===== config.mk =====
export PLATFORM = sky130hd
export DESIGN_NAME = clk_div_multi_flat
export DESIGN_NICKNAME = d
export VERILOG_FILES = /design/src/rtl/clk_div_pkg.sv /design/src/rtl/clk_div_multi_if.sv /design/src/rtl/clk_div_chan.sv /design/src/rtl/clk_div_multi.sv /design/src/flat_wrapper.sv
export SDC_FILE = /design/constraint.sdc
export NUM_CORES = 1
export LEC_CHECK = 0
export ABC_AREA = 1
export ABC_CLOCK_PERIOD_IN_PS = 1500
export BUFFER_PORTS_ARGS = -buffer_cell sky130_fd_sc_hd__buf_4
export CAP_MARGIN = 25
export CORE_AREA = 2 2 154 156
export DETAILED_ROUTE_END_ITERATION = 10
export DIE_AREA = 0 0 156 158
export PLACE_DENSITY = 0.65
export SLEW_MARGIN = 15
export SYNTH_ARGS = -nofsm -noshare
export SYNTH_HDL_FRONTEND = slang
export SYNTH_SLANG_ARGS = --single-unit
export TNS_END_PERCENT = 100

===== constraint.sdc =====
create_clock -name clk -period 1.5 [get_ports clk]
set_input_delay 0.075 -clock clk [delete_from_list [all_inputs] [get_ports clk]]
set_output_delay 0.075 -clock clk [all_outputs]
set_load 0.02 [all_outputs]

===== src/rtl/clk_div_pkg.sv =====
// Shared constants for the multi-channel programmable clock divider.
// Output mode encodings and power-on defaults used by every channel.
package clk_div_pkg;

    localparam logic MODE_TOGGLE = 1'b0;
    localparam logic MODE_PULSE  = 1'b1;

    localparam int CNT_W_DEF        = 32;
    localparam int DEFAULT_HALF_DEF = 2500;

endpackage


===== src/rtl/clk_div_multi_if.sv =====
// Control/status bundle for clk_div_multi; channel i uses bit i and half_period[i*CNT_W +: CNT_W].
// Handshake: load[i] is a single-cycle strobe sampled on the rising clk edge, no back-pressure; tick[i] is a one-cycle strobe.
interface clk_div_multi_if #(
    parameter int NUM_CH = 2,
    parameter int CNT_W  = 32
);

    logic [NUM_CH-1:0]       en;
    logic [NUM_CH-1:0]       mode;
    logic [NUM_CH-1:0]       load;
    logic [NUM_CH*CNT_W-1:0] half_period;
    logic [NUM_CH-1:0]       div_clk;
    logic [NUM_CH-1:0]       tick;
    logic [NUM_CH-1:0]       pending;

    modport master (
        output en, mode, load, half_period,
        input  div_clk, tick, pending
    );

    modport slave (
        input  en, mode, load, half_period,
        output div_clk, tick, pending
    );

endinterface


===== src/rtl/clk_div_chan.sv =====
// One divider channel: counter, active/shadow terminal count and registered outputs.
// A new terminal count is applied only at terminal or while disabled, so active never drops below count.
module clk_div_chan
    import clk_div_pkg::*;
#(
    parameter int CNT_W        = CNT_W_DEF,
    parameter int DEFAULT_HALF = DEFAULT_HALF_DEF
) (
    input  logic             clk,
    input  logic             reset,
    input  logic             en,
    input  logic             mode,
    input  logic             load,
    input  logic [CNT_W-1:0] half_period,
    output logic             div_clk,
    output logic             tick,
    output logic             pending
);

    logic [CNT_W-1:0] count;
    logic [CNT_W-1:0] active;
    logic [CNT_W-1:0] shadow;
    logic             pulse_q;
    logic             terminal;

    assign terminal = (count == active);

    always_ff @(posedge clk or negedge reset) begin
        if (!reset) begin
            count   <= '0;
            active  <= CNT_W'(DEFAULT_HALF);
            shadow  <= '0;
            pending <= 1'b0;
            div_clk <= 1'b0;
            tick    <= 1'b0;
            pulse_q <= 1'b0;
        end else if (!en) begin
            count   <= '0;
            div_clk <= 1'b0;
            tick    <= 1'b0;
            pulse_q <= 1'b0;
            pending <= 1'b0;
            if (load) begin
                active <= half_period;
                shadow <= half_period;
            end else if (pending) begin
                active <= shadow;
            end
        end else if (terminal) begin
            count   <= '0;
            tick    <= 1'b1;
            pulse_q <= (mode == MODE_PULSE);
            div_clk <= (mode == MODE_PULSE) ? 1'b1 : ~div_clk;
            pending <= 1'b0;
            if (load) begin
                active <= half_period;
                shadow <= half_period;
            end else if (pending) begin
                active <= shadow;
            end
        end else begin
            count <= count + 1'b1;
            tick  <= 1'b0;
            // Mode is latched at terminal, so only a pulse-mode strobe is retired here.
            if (pulse_q) begin
                div_clk <= 1'b0;
            end
            if (load) begin
                shadow  <= half_period;
                pending <= 1'b1;
            end
        end
    end

endmodule


===== src/rtl/clk_div_multi.sv =====
// Multi-channel programmable clock divider: NUM_CH independent clk_div_chan instances.
// The packed half_period bus is sliced per channel; channels share no state.
module clk_div_multi
    import clk_div_pkg::*;
#(
    parameter int NUM_CH       = 2,
    parameter int CNT_W        = CNT_W_DEF,
    parameter int DEFAULT_HALF = DEFAULT_HALF_DEF
) (
    input  logic           clk,
    input  logic           reset,
    clk_div_multi_if.slave bus
);

    logic [NUM_CH-1:0] div_w;
    logic [NUM_CH-1:0] tick_w;
    logic [NUM_CH-1:0] pending_w;

    for (genvar i = 0; i < NUM_CH; i++) begin : g_chan
        clk_div_chan #(
            .CNT_W        (CNT_W),
            .DEFAULT_HALF (DEFAULT_HALF)
        ) u_chan (
            .clk         (clk),
            .reset       (reset),
            .en          (bus.en[i]),
            .mode        (bus.mode[i]),
            .load        (bus.load[i]),
            .half_period (bus.half_period[i*CNT_W +: CNT_W]),
            .div_clk     (div_w[i]),
            .tick        (tick_w[i]),
            .pending     (pending_w[i])
        );
    end

    assign bus.div_clk = div_w;
    assign bus.tick    = tick_w;
    assign bus.pending = pending_w;

endmodule


===== src/flat_wrapper.sv =====
// flat-port wrapper written by rule: the top's interface ports become plain ports
module clk_div_multi_flat import clk_div_pkg::*;
#(
    parameter int NUM_CH       = 2,
    parameter int CNT_W        = CNT_W_DEF,
    parameter int DEFAULT_HALF = DEFAULT_HALF_DEF
)
  (clk, reset, bus_en, bus_mode, bus_load, bus_half_period, bus_div_clk, bus_tick, bus_pending);
  clk_div_multi_if #(.NUM_CH(NUM_CH), .CNT_W(CNT_W)) bus_i ();
  input  logic clk;
  input  logic reset;
  input wire logic [$bits(bus_i.en)-1:0] bus_en;
  input wire logic [$bits(bus_i.mode)-1:0] bus_mode;
  input wire logic [$bits(bus_i.load)-1:0] bus_load;
  input wire logic [$bits(bus_i.half_period)-1:0] bus_half_period;
  output wire logic [$bits(bus_i.div_clk)-1:0] bus_div_clk;
  output wire logic [$bits(bus_i.tick)-1:0] bus_tick;
  output wire logic [$bits(bus_i.pending)-1:0] bus_pending;
  assign bus_i.en = bus_en;
  assign bus_i.mode = bus_mode;
  assign bus_i.load = bus_load;
  assign bus_i.half_period = bus_half_period;
  assign bus_div_clk = bus_i.div_clk;
  assign bus_tick = bus_i.tick;
  assign bus_pending = bus_i.pending;
  clk_div_multi #(.NUM_CH(NUM_CH), .CNT_W(CNT_W), .DEFAULT_HALF(DEFAULT_HALF)) u_core (.clk(clk), .reset(reset), .bus(bus_i));
endmodule

==> impl_metrics.json <==
{
  "finalMaxSlewViolations": 0,
  "max_stage_delay_ns": 0.55,
  "yosys-top-cells-area": "dfrtp_1 49%, nand2_1 20%, nor2_1 5.2%",
  "drcViolationCount": 0,
  "critical_path_class": "flip-flop to flip-flop",
  "outcome": "finished, violations left",
  "fin_crit_ns": 1.91,
  "fin_area_um2": 14400,
  "setup_violations": 135,
  "placedCellCount": 1704,
  "place_hpwl_um": 16300,
  "violations": "setup timing",
  "grt_max_degree": 59,
  "die_h_um": 158,
  "io-pin-count": 78,
  "antenna_found_initial": 0,
  "avgSynthCellArea_um2": 7.94,
  "dr.pass1.iters": 7,
  "ys_async_sr_fraction": 1.00,
  "n_antenna_cell": 0,
  "synth_common_cells": "504 x nand2_1, 190 x dfrtp_1, 134 x nor2_1",
  "routed_wl_um": 27800,
  "cts_buffer_depth": 2,
  "critPathRequiredTime_ns": 1.83,
  "start_kind": "flip-flop",
  "slew_headroom": 0.494,
  "die_x_um": 156,
  "synth-main-ff-cell": "dfrtp_1",
  "cellLeakagePower_nw": 6.89,
  "syn_to_final_growth_pct": 48.5,
  "synth_seq_cells": 200,
  "cts_made_buffers": 17,
  "synth_fp_nets": 1295,
  "finClkSkew_ns": 0.0129,
  "dpl_cell_area_um2": 11700,
  "fmax_mhz": 523,
  "critPathSlowestCell": "dfstp_2",
  "routed_via_density": 4.93,
  "synthMostInstantiatedCell": "nand2_1",
  "p_per_area_nw_per_um2": 894,
  "postRouteAntennaNets": 0,
  "critPathArrivalTime_ns": 2.25,
  "worst_slack_ns": -0.413,
  "drt_iter0_drc": 470,
  "clock-sinks": 200,
  "cp_max_fo": 6,
  "worst_slew_pin_slew_ns": 0.757,
  "grt_pass1_vias": 9061,
  "yosys_warnings": 0,
  "finalNetCount": 1624,
  "numPortBuffers": 77,
  "vdd_drop_max_v": 0.000747,
  "gp_congestion": 0.875,
  "drive_above_1_share": 0.320,
  "clk_latency_ns": 0.45,
  "synth_area_um2": 9690,
  "fin_cells": 1853,
  "seq_area_frac_synth": 0.518,
  "min_path_type": "input port to flip-flop",
  "r2r_slack_ns": -0.41,
  "num_vias": 9130,
  "wl_per_cell_um": 15.0,
  "crit_chain": "xnor2_1 > nand2_1 > nor2_1 > nand2_1 > nor2_4 > nand2_8 > nand2_8 > buf_12 > clkbuf_16 > nor2_2",
  "end_kind": "flip-flop",
  "row_count": 56,
  "post-place-ws_ns": -0.353,
  "syn_inst": 1221,
  "synth_edf_count": 0,
  "grtUsageTotal": 0.216,
  "start_util": 0.420,
  "ys_types": 30,
  "core_um2": 23100,
  "final_hold_viol_count": 0,
  "yosysTopAreaCellShare": 0.491,
  "cts_tree": "built",
  "clkTransAtPathRegs_ns": 0.07,
  "maxCapViolations": 0,
  "min_period_over_period": 1.28,
  "clock_tree.root_cell": "clkbuf_16",
  "overflow": 0,
  "ctsHtreeMaxLevel": 4,
  "rsz0062_at_grt": "yes",
  "dieArea_um2": 24600,
  "yosys.area.top_type": "dfrtp_1",
  "grt_pass1_wl_um": 42800
}
## area by class of cell
type,instances,area (um2)
fill,1830,8660
multi-input combinational,906,5020
sequential,200,5020
timing repair buffer,346,3110
clock buffer,19,433
tap,290,363
inverter,79,302
clock inverter,13,140
## path summary, 6_finish.rpt
kind / from / end / cells past startpoint
worst min-delay path: bus_load[0] / u_core.g_chan[0].u_chan.shadow[30] / 3
min in group asynchronous: reset / u_core.g_chan[0].u_chan.count[5] / 2
worst max register to register: u_core.g_chan[0].u_chan.active[11] / u_core.g_chan[0].u_chan.count[3] / 10
worst max-delay path: u_core.g_chan[0].u_chan.active[11] / u_core.g_chan[0].u_chan.count[3] / 10
worst min register to register: u_core.g_chan[1].u_chan.shadow[13] / u_core.g_chan[1].u_chan.shadow[13] / 2
max in group asynchronous: reset / u_core.g_chan[1].u_chan.active[23] / 3
## power breakdown
part           internal, mW  leakage [nW]  switching (mW)
registers              5.84          2.56           0.296
logic                  1.04          4.05            1.11
clock network          2.35         0.274            2.23
## metrics by stage
stage / utilization / TNS [ns] / hold WS, ns / power, mW
after floorplan: - / -2.20 / -0.221 / 7.09
after global placement: 0.507 / -27.60 / 0.0270 / 7.72
after detailed placement: 0.507 / -32.00 / 0.0268 / 7.77
after CTS: 0.597 / -34.21 / 0.00586 / 12.7
after global routing: 0.624 / -51.81 / 0.0459 / 13.4
final: 0.624 / -39.40 / 0.0292 / 12.9
## critical path: cells and delay by family, from the launching register on
kind                      cells  cell delay, ns
and+or+nand+nor               7            0.86
xor gates and xnor gates      1            0.12
buffers and inverters         2            0.28
DFF                           1            0.55
## flip-flops by register name (all words and copies together) (netlist names)
register                      count
u_core.g_chan.u_chan.pending      2
u_core.g_chan.u_chan.pulse_q      2
u_core.g_chan.u_chan.shadow      64
u_core.g_chan.u_chan.tick         2
u_core.g_chan.u_chan.count       64
u_core.g_chan.u_chan.active      64
u_core.g_chan.u_chan.div_clk      2
## metal layers
metal / wire [um] / vias to the layer above / global-route usage / share of wire
met2: 14400 / 215 / 0.384 / 0.52
li1: - / 4454 / - / -
met5: 0 / - / 0 / 0
met1: 11600 / 4389 / 0.270 / 0.42
met4: 821 / 0 / 0.0642 / 0.030
met3: 947 / 72 / 0.0394 / 0.034
## cell usage in the layout (no fill, tap or decap), types with 20 or more instances in the layout
master and instances:
buf_4 235, clkbuf_16 20, dfrtp_1 189, dlygate4sd3_1 80, inv_1 72, nand2_1 432
nand2_2 70, nand3_1 61, nand3_2 23, nor2_1 98, nor2_2 29, xnor2_1 46
xor2_1 26
## kinds of logic (layout without fill, tap and decap cells)
family | Yosys count | after routing | synth area share
fa+ha+maj | 2 | 2 | 0.00258
flops | 200 | 200 | 0.518
compound gates | 16 | 16 | 0.00826
buf+inv | 123 | 457 | 0.0554
simple gates | 799 | 807 | 0.343
xor+xnor | 81 | 81 | 0.0732
## timing repair
item | CTS | global route
cloned | 11 | 7
endpoints found under the setup margin | 136 | 136
pin swaps | 32 | 44
buffers inserted | 15 | 11
endpoints found under the hold margin | 292 | 0
resized for setup | 99 | 133
hold buffers | 80 | 0
(Power assumes the default switching activity.)
